<file path="src/rtl/sdram_bus_bridge_pkg.sv">
// rtl/sdram_bus_bridge_pkg.sv - shared encodings and request-decode helpers for the SDRAM bus bridge
package sdram_bus_bridge_pkg;

    typedef enum logic [2:0] {
        ST_INIT  = 3'd0,
        ST_IDLE  = 3'd1,
        ST_ISSUE = 3'd2,
        ST_WAIT  = 3'd3,
        ST_RESP  = 3'd4
    } state_t;

    localparam logic [1:0] WLEN_RD32 = 2'b00;
    localparam logic [1:0] WLEN_WR8  = 2'b01;
    localparam logic [1:0] WLEN_WR16 = 2'b10;
    localparam logic [1:0] WLEN_WR32 = 2'b11;

    localparam logic [1:0] SIZE_BYTE    = 2'b00;
    localparam logic [1:0] SIZE_HALF    = 2'b01;
    localparam logic [1:0] SIZE_WORD    = 2'b10;
    localparam logic [1:0] SIZE_ILLEGAL = 2'b11;

    localparam int CNT_W = 16;

    function automatic logic req_bad(input logic [1:0] size, input logic [1:0] addr_lo);
        logic bad;
        case (size)
            SIZE_BYTE: bad = 1'b0;
            SIZE_HALF: bad = addr_lo[0];
            SIZE_WORD: bad = (addr_lo != 2'b00);
            default:   bad = 1'b1;
        endcase
        return bad;
    endfunction

    function automatic logic [1:0] wlen_code(input logic we, input logic [1:0] size);
        logic [1:0] code;
        if (!we) begin
            code = WLEN_RD32;
        end else begin
            case (size)
                SIZE_BYTE: code = WLEN_WR8;
                SIZE_HALF: code = WLEN_WR16;
                default:   code = WLEN_WR32;
            endcase
        end
        return code;
    endfunction

    // Loads always fetch the whole word; only sub-word stores need the exact byte address.
    function automatic logic [25:0] mem_addr(input logic we, input logic [1:0] size,
                                             input logic [25:0] addr);
        logic [25:0] a;
        if (we && (size != SIZE_WORD)) a = addr;
        else                           a = {addr[25:2], 2'b00};
        return a;
    endfunction

endpackage

</file>
<file path="src/rtl/sdram_load_align.sv">
// rtl/sdram_load_align.sv - selects the addressed lane of a read word and sign/zero-extends it
module sdram_load_align
    import sdram_bus_bridge_pkg::*;
(
    input  logic [31:0] rdata,
    input  logic [1:0]  addr,
    input  logic [1:0]  size,
    input  logic        zext,
    output logic [31:0] data
);

    logic [7:0]  lane_b;
    logic [15:0] lane_h;

    always_comb begin
        lane_b = rdata[{addr, 3'b000} +: 8];
        lane_h = addr[1] ? rdata[31:16] : rdata[15:0];
        case (size)
            SIZE_BYTE: data = zext ? {24'h0, lane_b} : {{24{lane_b[7]}}, lane_b};
            SIZE_HALF: data = zext ? {16'h0, lane_h} : {{16{lane_h[15]}}, lane_h};
            default:   data = rdata;
        endcase
    end

endmodule

</file>
<file path="src/rtl/sdram_bus_bridge.sv">
// rtl/sdram_bus_bridge.sv - single-outstanding CPU data port to SDRAM controller bridge
module sdram_bus_bridge
    import sdram_bus_bridge_pkg::*;
#(
    parameter int INIT_WAIT      = 8,
    parameter int TIMEOUT_CYCLES = 64
) (
    input  logic        clk,
    input  logic        rst,
    input  logic        req_valid,
    output logic        req_ready,
    input  logic        req_we,
    input  logic [1:0]  req_size,
    input  logic        req_unsigned,
    input  logic [31:0] req_addr,
    input  logic [31:0] req_wdata,
    output logic        resp_valid,
    output logic [31:0] resp_rdata,
    output logic        resp_err,
    output logic [25:0] mem_address,
    output logic [31:0] mem_wdata,
    output logic [1:0]  mem_WLEN,
    output logic        mem_EN_N,
    input  logic        mem_READY,
    input  logic [31:0] mem_rdata
);

    localparam logic [CNT_W-1:0] INIT_LAST    = CNT_W'(INIT_WAIT - 1);
    localparam logic [CNT_W-1:0] TIMEOUT_LAST = CNT_W'(TIMEOUT_CYCLES - 1);

    state_t           state;
    logic [CNT_W-1:0] cnt;
    logic             lat_we;
    logic             lat_zext;
    logic [1:0]       lat_size;
    logic [1:0]       lat_lane;
    logic             timed_out;
    logic [31:0]      load_data;
    logic             unused_addr_hi;

    assign unused_addr_hi = ^req_addr[31:26];

    sdram_load_align u_load_align (
        .rdata (mem_rdata),
        .addr  (lat_lane),
        .size  (lat_size),
        .zext  (lat_zext),
        .data  (load_data)
    );

    always_ff @(posedge clk or posedge rst) begin
        if (rst) begin
            state       <= ST_INIT;
            cnt         <= '0;
            req_ready   <= 1'b0;
            resp_valid  <= 1'b0;
            resp_rdata  <= '0;
            resp_err    <= 1'b0;
            mem_EN_N    <= 1'b1;
            mem_address <= '0;
            mem_wdata   <= '0;
            mem_WLEN    <= WLEN_RD32;
            lat_we      <= 1'b0;
            lat_zext    <= 1'b0;
            lat_size    <= SIZE_BYTE;
            lat_lane    <= 2'b00;
            timed_out   <= 1'b0;
        end else begin
            case (state)
                ST_INIT: begin
                    if (cnt == INIT_LAST) begin
                        cnt       <= '0;
                        state     <= ST_IDLE;
                        req_ready <= 1'b1;
                    end else begin
                        cnt <= cnt + 1'b1;
                    end
                end

                ST_IDLE: begin
                    if (req_valid) begin
                        req_ready <= 1'b0;
                        lat_we    <= req_we;
                        lat_zext  <= req_unsigned;
                        lat_size  <= req_size;
                        lat_lane  <= req_addr[1:0];
                        timed_out <= 1'b0;
                        cnt       <= '0;
                        if (req_bad(req_size, req_addr[1:0])) begin
                            state <= ST_RESP;
                        end else begin
                            mem_address <= mem_addr(req_we, req_size, req_addr[25:0]);
                            mem_wdata   <= req_wdata;
                            mem_WLEN    <= wlen_code(req_we, req_size);
                            mem_EN_N    <= 1'b0;
                            state       <= ST_ISSUE;
                        end
                    end
                end

                // READY falling is the controller's acknowledgement; EN_N must rise at once.
                ST_ISSUE: begin
                    if (!mem_READY) begin
                        mem_EN_N <= 1'b1;
                        cnt      <= cnt + 1'b1;
                        state    <= ST_WAIT;
                    end else if (cnt >= TIMEOUT_LAST) begin
                        mem_EN_N   <= 1'b1;
                        resp_valid <= 1'b1;
                        resp_err   <= 1'b1;
                        resp_rdata <= '0;
                        timed_out  <= 1'b1;
                        state      <= ST_RESP;
                    end else begin
                        cnt <= cnt + 1'b1;
                    end
                end

                ST_WAIT: begin
                    if (mem_READY) begin
                        resp_valid <= 1'b1;
                        resp_err   <= 1'b0;
                        resp_rdata <= lat_we ? 32'h0 : load_data;
                        state      <= ST_RESP;
                    end else if (cnt >= TIMEOUT_LAST) begin
                        mem_EN_N   <= 1'b1;
                        resp_valid <= 1'b1;
                        resp_err   <= 1'b1;
                        resp_rdata <= '0;
                        timed_out  <= 1'b1;
                        state      <= ST_RESP;
                    end else begin
                        cnt <= cnt + 1'b1;
                    end
                end

                // Rejected requests arrive here without a pulse and get it one cycle later.
                ST_RESP: begin
                    if (resp_valid) begin
                        resp_valid <= 1'b0;
                        resp_err   <= 1'b0;
                        resp_rdata <= '0;
                        cnt        <= '0;
                        if (timed_out) begin
                            state <= ST_INIT;
                        end else begin
                            state     <= ST_IDLE;
                            req_ready <= 1'b1;
                        end
                    end else begin
                        resp_valid <= 1'b1;
                        resp_err   <= 1'b1;
                    end
                end

                default: begin
                    state <= ST_INIT;
                    cnt   <= '0;
                end
            endcase
        end
    end

endmodule

</file>
<file path="config.mk">
export PLATFORM = sky130hd
export DESIGN_NAME = sdram_bus_bridge
export DESIGN_NICKNAME = d
export VERILOG_FILES = /design/src/rtl/sdram_bus_bridge_pkg.sv /design/src/rtl/sdram_load_align.sv /design/src/rtl/sdram_bus_bridge.sv
export SDC_FILE = /design/constraint.sdc
export NUM_CORES = 1
export LEC_CHECK = 0
export ABC_AREA = 1
export ABC_CLOCK_PERIOD_IN_PS = 9750
export CAP_MARGIN = 0
export CORE_ASPECT_RATIO = 0.5
export CORE_MARGIN = 3
export CORE_UTILIZATION = 49
export CTS_CLUSTER_DIAMETER = 100
export DETAILED_ROUTE_END_ITERATION = 6
export PLACE_DENSITY_LB_ADDON = 0.25
export RECOVER_POWER = 50
export SETUP_SLACK_MARGIN = 0.1
export SKIP_LAST_GASP = 1
export SYNTH_ARGS = -nofsm -noshare
export SYNTH_HDL_FRONTEND = slang
export SYNTH_HIERARCHICAL = 1
export SYNTH_SLANG_ARGS = --single-unit
</file>
<file path="constraint.sdc">
create_clock -name clk -period 9.75 [get_ports clk]
set_input_delay 2.925 -clock clk [delete_from_list [all_inputs] [get_ports clk]]
set_output_delay 2.925 -clock clk [all_outputs]
set_load 0.01 [all_outputs]
</file>
==> results of run 1 <==
cells in the final DEF (no fill, tap or decap), types with 3 or more instances in the layout:
cell / n
dfrtp_1: 121
nand2_1: 407
nand2_2: 7
nand3_2: 25
o211ai_1: 3
dlygate4sd3_1: 86
or2_2: 4
nand4_1: 8
a21oi_1: 16
clkdlybuf4s50_1: 107
nand3_1: 80
o21ai_0: 14
inv_2: 7
nor3_1: 3
bufinv_16: 3
o21ai_1: 5
clkbuf_16: 17
and2_0: 3
inv_1: 39
nor2_2: 4
nand2_4: 4
clkinvlp_4: 5
nor2_1: 35
registers in the layout, summed over array words and instances, names as in the netlist, 2 cells and up:
register / count
mem_address: 26
cnt: 16
mem_WLEN: 2
state: 3
mem_wdata: 32
resp_rdata: 32
lat_size: 2
lat_lane: 2
worst min-delay path, cell delays in order, from the launching register on:
cell,delay [ns]
dfrtp_1,0.33
nand2_1,0.05
nand2_1,0.05
stage by stage:
stage / hold slack [ns] / cells / utilization [%] / instance area, um2 / setup WS (ns)
global route: 0.477 / 1193 / 72.4 / 8860 / 3.94
CTS: 0.471 / 1193 / 72.6 / 8870 / 4.96
finish: 0.463 / 1193 / 72.4 / 8860 / 4.43
detailed placement: 0.458 / 1161 / 67.7 / 8270 / 4.54
global placement: 0.453 / 1161 / 67.7 / 8270 / 4.56
floorplan: 0.442 / 837 / - / 6340 / 3.58
power groups by stage:
stage | clock, uW | sequential (uW) | combinational (uW)
floorplan | 0 | 885 | 621
global placement | 0 | 842 | 1140
detailed placement | 0 | 850 | 1160
CTS | 655 | 845 | 1170
global route | 680 | 868 | 1240
finish | 645 | 839 | 1110
worst max path at each step:
| stage | depth (start not counted) | start | endpoint | slack (ns) |
|---|---|---|---|---|
| after floorplan | 1 | rst | cnt[0] | 3.58 |
| after global placement | 9 | mem_READY | cnt[13] | 4.56 |
| after detailed placement | 9 | mem_READY | cnt[13] | 4.54 |
| after CTS | 9 | mem_READY | cnt[13] | 4.96 |
| after global routing | 3 | rst | mem_address[5] | 3.94 |
| final | 9 | mem_READY | cnt[13] | 4.43 |
per-layer routing:
metal  GRT usage [%]  vias to the layer above  wire, um
met3            9.57                       27      1740
met5               0                        -         0
met2            41.8                      256      8250
met1            32.0                     2870      7460
li1                -                     3001         -
met4            8.38                        0       327
cells by family after synthesis:
group | share of synthesized area, %
AO/OA/AOI/OAI | 3.67
adder cells (fa/ha/maj) | 0.197
buffers and inverters | 6.54
flip-flops | 48.2
AND/OR/NAND/NOR | 41.4
layout make-up:
cell class              instances  area (um2)
inverters                      49         190
clock buffers                  18         429
repair buffers                195        1950
well taps                     165         206
clock inverters                14         173
fillers                       963        3370
flip-flops and latches        122        3050
multi-input cells             630        2860
==> out/summary.txt, run 1 <==
RSZ-0062 raised after global routing -> false
top cells by count, synth -> nand2_1, dfrtp_1, nand3_1, inv_1, nor2_1
final worst path period share -> 54.6%
post-DP HPWL -> 12.4 mm
#FFs+latches synth -> 122
Mean Syn Cell Area -> 7.57 um2
Internal -> 1580 uW
crit path max fanout -> 33
synth top area cells -> dfrtp_1, nand2_1, nand3_1
Max Transition Viols Final -> 52
Crit path largest cell delay -> 0.66 ns
Syn Inst Count -> 837
H-tree depth -> 4
grt total ovfl -> 0
fin crit period -> 5.32 ns
ys async rst share -> 100%
Fin. Hold Viols -> 0
main flop type after synthesis -> dfrtp_1
core area -> 0.0122 mm2
Seq/Total Area, Yosys -> 48.2%
antenna fix cells -> 0
DIE AREA -> 0.0144 mm2
vias -> 6154
Site Rows -> 28
dominant cell type by area after synthesis -> dfrtp_1
run status -> finished with violations
antenna violations before repair -> 0
Critical Path RT -> 10.05 ns
most frequent cell on the critical path -> nand2_1
DRT Pass-1 Iters -> 5
global-route wire length before repair -> 29.7 mm
Cell Pwr Density -> 293 mW/mm2
Detailed Route Iter0 Violations -> 686
Post-CTS Setup Bufs -> 0
drt drc -> 0
Worst-path clk slew -> 0.06 ns
failing checks -> capacitance limit, slew limit
Clock Root Buffer -> clkbuf_16
Max Clk Rate -> 188 MHz
Crit. End Element -> flop
Initial Utilization -> 51.8%
crit path cell chain -> dlygate4sd3_1 -> nand4_1 -> inv_1 -> nor2_4 -> nand3_2 -> nand2_1 -> nand2_1 -> nand2_1 -> inv_1
Fin Setup TNS -> 0 ns
Synth top area share -> 47.8%
Logic pwr share -> 42.8%
drt via density -> 5.16
sw frac -> 39.2%
unique cell type count in the Yosys netlist -> 35
CTS tree -> done
layout cells sized above 1 -> 9.05%
drt total wl -> 17.8 mm
Startpoint Class -> input pin
hold path endpoint -> mem_wdata[26]
Clk network pwr share -> 24.9%
num ports -> 200
Vert. Die Dim -> 86.4 um
reg-to-reg startpoint -> state[0]
flop-to-flop setup slack -> 7.03 ns
Power Total -> 2590 uW
Worst Max-Slew Pin Slew -> 2.22 ns
Final ANT Viol Nets -> 0
Slew headroom -> -48.5%
switching pwr -> 1020 uW
CP max-delay cell -> nor2_4
Ys Warns -> 6
worst hold path type -> reg -> reg
Max clock buf depth -> 2
Die W -> 167 um
vias in the first global route -> 5992
GR Util All Layers -> 25.5%
post-DR wirelength/cell -> 14.9 um
Final nets -> 1120
Placer Congestion -> 0.886
final setup fails -> 0
Hold Buf Count CTS -> 0
kind of cell adding the most delay to the critical path -> simple AND/OR/NAND/NOR gates
Syn Nets -> 942
most common cell in the synthesized netlist -> nand2_1
port bufs -> 193
EDFF count, synth -> 0
Leak -> 0.00471 uW
clock tree sinks -> 122
Worst EP arrival -> 5.63 ns
clock insertion delay at the later pin of the skew report -> 0.41 ns
hold depth -> 2
max_cap viols -> 1
post-cts resize count -> 0
Flop pwr share -> 32.4%
critical path class -> in -> reg
largest net degree at the start of global routing -> 73
area grow syn2layout -> 39.8%
Post-Syn Area -> 0.00634 mm2
Layout Skew -> 0.0107 ns
CTS Buf Count -> 17
worst r2r dst -> cnt[13]
Reg2Reg Depth -> 8
Max VDD drop -> 0.135 mV
CP bufs+invs -> 3
hold wc startpoint -> mem_wdata[26]
Power figures use the tool's default switching activity.
==> inputs of run 2 (changes only) <==
--- a/config.mk
+++ b/config.mk
@@ -6,11 +6,11 @@
 export NUM_CORES = 1
 export LEC_CHECK = 0
 export ABC_AREA = 1
-export ABC_CLOCK_PERIOD_IN_PS = 9750
+export ABC_CLOCK_PERIOD_IN_PS = 5330
 export CAP_MARGIN = 0
 export CORE_ASPECT_RATIO = 0.5
 export CORE_MARGIN = 3
-export CORE_UTILIZATION = 49
+export CORE_UTILIZATION = 47
 export CTS_CLUSTER_DIAMETER = 100
 export DETAILED_ROUTE_END_ITERATION = 6
 export PLACE_DENSITY_LB_ADDON = 0.25
==> constraint.sdc (replaced) <==
create_clock -name clk -period 5.33 [get_ports clk]
set_input_delay 1.599 -clock clk [delete_from_list [all_inputs] [get_ports clk]]
set_output_delay 1.599 -clock clk [all_outputs]
set_load 0.01 [all_outputs]
==> run 2 against run 1 <==
The run now ends clean. Core utilization fell by 4.0 points. Combinational power rose by 90%. Sequential power rose by 80%. Critical path depth did not move. Clock skew barely moved. Flip-flop and latch count did not move. Via count barely moved. Clock power rose by 72%. Critical endpoint unchanged. Largest cell class unchanged. Largest power group unchanged.
==> out/summary.txt, run 2 (same netlist as run 1, synthesis figures left out) <==
Max Transition Viols Final -> 0 (-100%)
Clk network pwr share -> 23.4% (-1.5 points)
clock tree sinks -> 122 (unchanged)
H-tree depth -> 4 (unchanged)
crit path cell chain -> dlygate4sd3_1 -> nand4_1 -> inv_1 -> nor2_4 -> nand3_2 -> nand2_1 -> nand2_1 -> nand2_1 -> inv_1
antenna fix cells -> 0 (unchanged)
DRT Pass-1 Iters -> 5 (unchanged)
clock insertion delay at the later pin of the skew report -> 0.41 ns (about the same)
placed inst area -> 0.00829 mm2 (+0.26%)
Die W -> 170 um (+2.0%)
sw frac -> 39.1% (-0.096 points)
Crit. End Element -> flop
Flop pwr share -> 31.9% (-0.5 points)
antenna violations before repair -> 0 (unchanged)
drt total wl -> 17.3 mm (-2.5%)
CTS tree -> done
critical path class -> in -> reg
global-route wire length before repair -> 28.6 mm (-3.7%)
final worst path period share -> 74.6%
Crit path largest cell delay -> 0.66 ns (about the same)
Leak -> 0.00460 uW (-2.4%)
most frequent cell on the critical path -> nand2_1
Worst EP arrival -> 4.27 ns (-1.36 ns)
top flop regs -> mem_wdata (32), resp_rdata (32), mem_address (26)
most frequent cells in the layout -> nand2_1, clkdlybuf4s50_1, dfrtp_1
Detailed Route Iter0 Violations -> 667 (-2.8%)
placed cells -> 1168 (+0.60%)
crit path max fanout -> 33 (unchanged)
Power Total -> 4730 uW (+83%)
DIE AREA -> 0.0150 mm2 (+4.0%)
Max clock buf depth -> 2 (unchanged)
post-DR wirelength/cell -> 14.4 um (-3.1%)
Clock Root Buffer -> clkbuf_16
Site Rows -> 29 (+3.6%)
Startpoint Class -> input pin
Cell Pwr Density -> 535 mW/mm2 (+83%)
Fin Setup TNS -> 0 ns (unchanged)
fin crit period -> 3.97 ns
final setup fails -> 0 (unchanged)
Worst Max-Slew Pin Slew -> 1.43 ns (-0.790 ns)
Reg2Reg Depth -> 9 (+1)
Placer Congestion -> 0.913 (+3.1%)
WHS -> 0.463 ns (+0.000644 ns)
Final nets -> 1122 (+0.18%)
Fin. Hold Viols -> 0 (unchanged)
Vert. Die Dim -> 88.1 um (+2.0%)
FILL cells -> 1071 (+11%)
drt via density -> 5.13 (-0.60%)
GR Util All Layers -> 23.9% (-1.6 points)
Final ANT Viol Nets -> 0 (unchanged)
vias -> 6153 (-0.016%)
RSZ-0062 raised after global routing -> false
Max Clk Rate -> 252 MHz
Logic pwr share -> 44.7% (+1.9 points)
core area -> 0.0129 mm2 (+5.6%)
largest net degree at the start of global routing -> 71 (-2.7%)
layout cells sized above 1 -> 9.13% (+0.080 points)
hold depth -> 2 (unchanged)
Initial Utilization -> 49.1% (-2.8 points)
port bufs -> 193 (unchanged)
max_cap viols -> 0 (-1)
Final Non-Filler Cells -> 1200 (+0.59%)
commonest non-fill, non-tap cell in the layout -> nand2_1
post-DP HPWL -> 12.2 mm (-2.0%)
Slew headroom -> 4.94% (+53 points)
CTS Buf Count -> 17 (unchanged)
area grow syn2layout -> 39.5%
Post-CTS Setup Bufs -> 0 (unchanged)
worst hold path type -> reg -> reg
post-cts resize count -> 0 (unchanged)
drt drc -> 0 (unchanged)
Layout Skew -> 0.0104 ns (-0.000300 ns)
Worst-path clk slew -> 0.06 ns (about the same)
CP max-delay cell -> nor2_4
vias in the first global route -> 5936 (-0.93%)
run status -> finished clean
grt total ovfl -> 0 (unchanged)
Critical Path RT -> 5.62 ns (-4.43 ns)
Hold Buf Count CTS -> 0 (unchanged)
Internal -> 2880 uW (+83%)
switching pwr -> 1850 uW (+82%)
num ports -> 200 (unchanged)
Max VDD drop -> 0.268 mV (+98%)
finished layout cell area -> 0.00884 mm2 (-0.17%)
==> run 2: changes by cell type in the layout (fill, tap and decap cells not counted) <==
| cell | delta |
|---|---|
| clkdlybuf4s50_1 | +55 |
| clkinv_2 | +1 |
| bufinv_16 | -2 |
| clkbuf_8 | +2 |
| clkbuf_1 | +1 |
| clkinvlp_2 | -1 |
| clkinvlp_4 | -1 |
| inv_6 | +1 |
| dlygate4sd3_1 | -55 |
| inv_4 | +1 |
==> run 2: critical path: cells and delay by family <==
| family | cells | cell delay [ns] |
|---|---|---|
| simple gates | 6 | 1.48 |
| buf+inv | 3 | 1.19 |
==> run 2: final timing paths <==
check,start,end,slack (ns)
setup / recovery,mem_READY,cnt[13],1.36
hold / removal,resp_rdata[18],resp_rdata[18],0.46
setup reg to reg,state[2],cnt[13],2.65
hold reg to reg,resp_rdata[18],resp_rdata[18],0.46
max in group asynchronous,rst,mem_address[2],1.68
min in group asynchronous,rst,resp_rdata[31],1.85
==> run 2: power groups by stage <==
stage	Sequential, uW	Clock [uW]	Combinational, uW
after floorplan	1620	0	1140
after global placement	1510	0	2110
after detailed placement	1520	0	2150
after global routing	1560	1180	2350
after CTS	1510	1130	2160
final	1510	1110	2110
==> run 2: metal layers <==
metal  vias up  part of all wire [%]  global-route usage, %
li1       3005                     -                      -
met1      2851                    42                   30.0
met2       269                    46                   39.7
met3        28                    11                   8.61
met4         0                   1.3                   6.70
met5         -                     0                      0
==> run 2: layout make-up <==
| type | instances | area, um2 | area share, % |
|---|---|---|---|
| sequential | 122 | 3050 | 34.5 |
| multi-input combinational | 630 | 2860 | 32.3 |
| timing repair buffer | 197 | 1950 | 22.1 |
| clock buffer | 19 | 453 | 5.12 |
| tap | 170 | 213 | 2.41 |
| inverter | 49 | 191 | 2.17 |
| clock inverter | 13 | 119 | 1.34 |
==> run 2: through the flow <==
step,setup WS (ns),utilization [%]
after floorplan,0.490,-
after global placement,1.48,64.2
after detailed placement,1.47,64.2
after CTS,1.89,68.6
after global routing,1.13,68.4
final,1.36,68.4
==> inputs of run 3 (changes only) <==
--- a/config.mk
+++ b/config.mk
@@ -6,11 +6,11 @@
 export NUM_CORES = 1
 export LEC_CHECK = 0
 export ABC_AREA = 1
-export ABC_CLOCK_PERIOD_IN_PS = 5330
+export ABC_CLOCK_PERIOD_IN_PS = 3250
 export CAP_MARGIN = 0
 export CORE_ASPECT_RATIO = 0.5
 export CORE_MARGIN = 3
-export CORE_UTILIZATION = 47
+export CORE_UTILIZATION = 43
 export CTS_CLUSTER_DIAMETER = 100
 export DETAILED_ROUTE_END_ITERATION = 6
 export PLACE_DENSITY_LB_ADDON = 0.25
==> constraint.sdc (replaced) <==
create_clock -name clk -period 3.25 [get_ports clk]
set_input_delay 0.975 -clock clk [delete_from_list [all_inputs] [get_ports clk]]
set_output_delay 0.975 -clock clk [all_outputs]
set_load 0.01 [all_outputs]
==> run 3 against run 2 <==
Register-to-register slack got worse by 1.6 ns. Critical path depth fell by 1. Global-route usage fell by 1.9 points. Largest cell class unchanged. Highest routed layer unchanged.
==> out/summary.txt, run 3 (same netlist as run 1, synthesis figures left out) <==
commonest non-fill, non-tap cell in the layout -> nand2_1
drt via density -> 4.94 (-3.6%)
DIE AREA -> 0.0163 mm2 (+8.8%)
max_cap viols -> 0 (unchanged)
multi-input logic area -> 0.00286 mm2 (unchanged)
CTS tree -> done
placed cells -> 1192 (+2.1%)
post-DP HPWL -> 12.0 mm (-1.3%)
worst hold path type -> reg -> reg
fin crit period -> 2.80 ns
Max Clk Rate -> 357 MHz
H-tree depth -> 4 (unchanged)
FF/Latch Area -> 0.00305 mm2 (unchanged)
Final nets -> 1124 (+0.18%)
post-DR wirelength/cell -> 14.2 um (-2.0%)
CTS Buf Count -> 17 (unchanged)
run status -> finished clean
RSZ-0062 raised after global routing -> false
top flop regs -> mem_wdata (32), resp_rdata (32), mem_address (26)
antenna fix cells -> 0 (unchanged)
Vert. Die Dim -> 91.8 um (+4.2%)
Worst-path clk slew -> 0.06 ns (about the same)
Placer Congestion -> 0.899 (-1.6%)
Layout Skew -> 0.00909 ns (-0.00129 ns)
Cell Pwr Density -> 882 mW/mm2 (+65%)
Worst Max-Slew Pin Slew -> 1.21 ns (-0.217 ns)
vias in the first global route -> 5983 (+0.79%)
Reg2Reg Depth -> 7 (-2)
grt total ovfl -> 0 (unchanged)
flop-to-flop setup slack -> 1.09 ns (-1.56 ns)
final worst path period share -> 86.2%
area grow syn2layout -> 40.4%
DRT Pass-1 Iters -> 5 (unchanged)
Post-CTS Setup Bufs -> 0 (unchanged)
Hold Buf Count CTS -> 0 (unchanged)
Fin Setup TNS -> 0 ns (unchanged)
Max Transition Viols Final -> 0 (unchanged)
Final ANT Viol Nets -> 0 (unchanged)
Worst EP arrival -> 3.10 ns (-1.17 ns)
reg-to-reg startpoint -> state[0]
Clock Root Buffer -> clkbuf_16
Site Rows -> 30 (+3.4%)
Leak -> 0.00455 uW (-1.1%)
Power Total -> 7850 uW (+66%)
Fin. Hold Viols -> 0 (unchanged)
Initial Utilization -> 45.4% (-3.7 points)
critical path class -> in -> reg
vias -> 6047 (-1.7%)
Max VDD drop -> 0.428 mV (+60%)
crit path max fanout -> 15 (-55%)
antenna violations before repair -> 0 (unchanged)
num ports -> 200 (unchanged)
drt drc -> 0 (unchanged)
Max clock buf depth -> 2 (unchanged)
largest net degree at the start of global routing -> 62 (-13%)
layout cells sized above 1 -> 9.21% (+0.088 points)
Worst Setup SP -> mem_READY
Critical Path RT -> 3.55 ns (-2.07 ns)
Detailed Route Iter0 Violations -> 486 (-27%)
worst r2r dst -> cnt[10]
Crit. End Element -> flop
Final Non-Filler Cells -> 1223 (+1.9%)
post-cts resize count -> 0 (unchanged)
CP endpoint -> cnt[10]
clock insertion delay at the later pin of the skew report -> 0.41 ns (about the same)
core area -> 0.0140 mm2 (+8.1%)
port bufs -> 193 (unchanged)
FILL cells -> 1245 (+16%)
Startpoint Class -> input pin
Die W -> 178 um (+4.4%)
drt total wl -> 17.3 mm (about the same)
most frequent cells in the layout -> nand2_1, clkdlybuf4s50_1, dfrtp_1
global-route wire length before repair -> 29.2 mm (+1.9%)
clock tree sinks -> 122 (unchanged)
GR Util All Layers -> 22.0% (-1.9 points)
Slew headroom -> 19.0% (+14 points)
final setup fails -> 0 (unchanged)
==> run 3: worst min path at each step <==
| stage | startpoint | end | slack, ns | cells after the start |
|---|---|---|---|---|
| finish | resp_rdata[7] | resp_rdata[7] | 0.46 | 2 |
| global route | mem_wdata[10] | mem_wdata[10] | 0.49 | 2 |
| CTS | mem_EN_N | mem_EN_N | 0.47 | 2 |
| detailed placement | mem_EN_N | mem_EN_N | 0.46 | 2 |
| global placement | mem_address[25] | mem_address[25] | 0.45 | 2 |
| floorplan | lat_zext | lat_zext | 0.44 | 2 |
==> run 3: routing by layer <==
layer | global-route usage, % | wire [um]
met5 | 0 | 0
met4 | 4.70 | 139
met3 | 6.04 | 1250
met2 | 36.4 | 8110
met1 | 29.1 | 7810
==> run 3: metrics by stage <==
step / worst slack [ns] / utilization, % / area (um2) / hold slack [ns]
2_1_floorplan: 0.778 / - / 6340 / 0.442
3_3_place_gp: 0.267 / 59.9 / 8360 / 0.452
3_5_place_dp: 0.217 / 59.9 / 8360 / 0.457
4_1_cts: 0.645 / 64.0 / 8930 / 0.467
5_1_grt: 0.252 / 63.7 / 8890 / 0.488
6_report: 0.449 / 63.7 / 8890 / 0.462
==> run 3: cell type report <==
cell class / instances / share of cell area (%)
sequential: 122 / 34.3
multi-input combinational: 630 / 32.1
timing repair buffer: 199 / 22.3
clock buffer: 19 / 4.98
tap: 192 / 2.70
inverter: 49 / 2.14
clock inverter: 12 / 1.42
==> run 3: report_power, final <==
| group | internal (uW) | switching, uW | total (uW) |
|---|---|---|---|
| sequential | 2090 | 413 | 2510 |
| clock | 1140 | 712 | 1850 |
| combinational | 1590 | 1900 | 3490 |
==> run 3: worst max-delay path: stages <==
cell and delay [ns]:
dlygate4sd3_1 0.62, nand4_1 0.25, inv_1 0.13, nor2_4 0.34, clkbuf_1 0.38, nand2_1 0.18
o21ai_1 0.17, a21oi_1 0.05
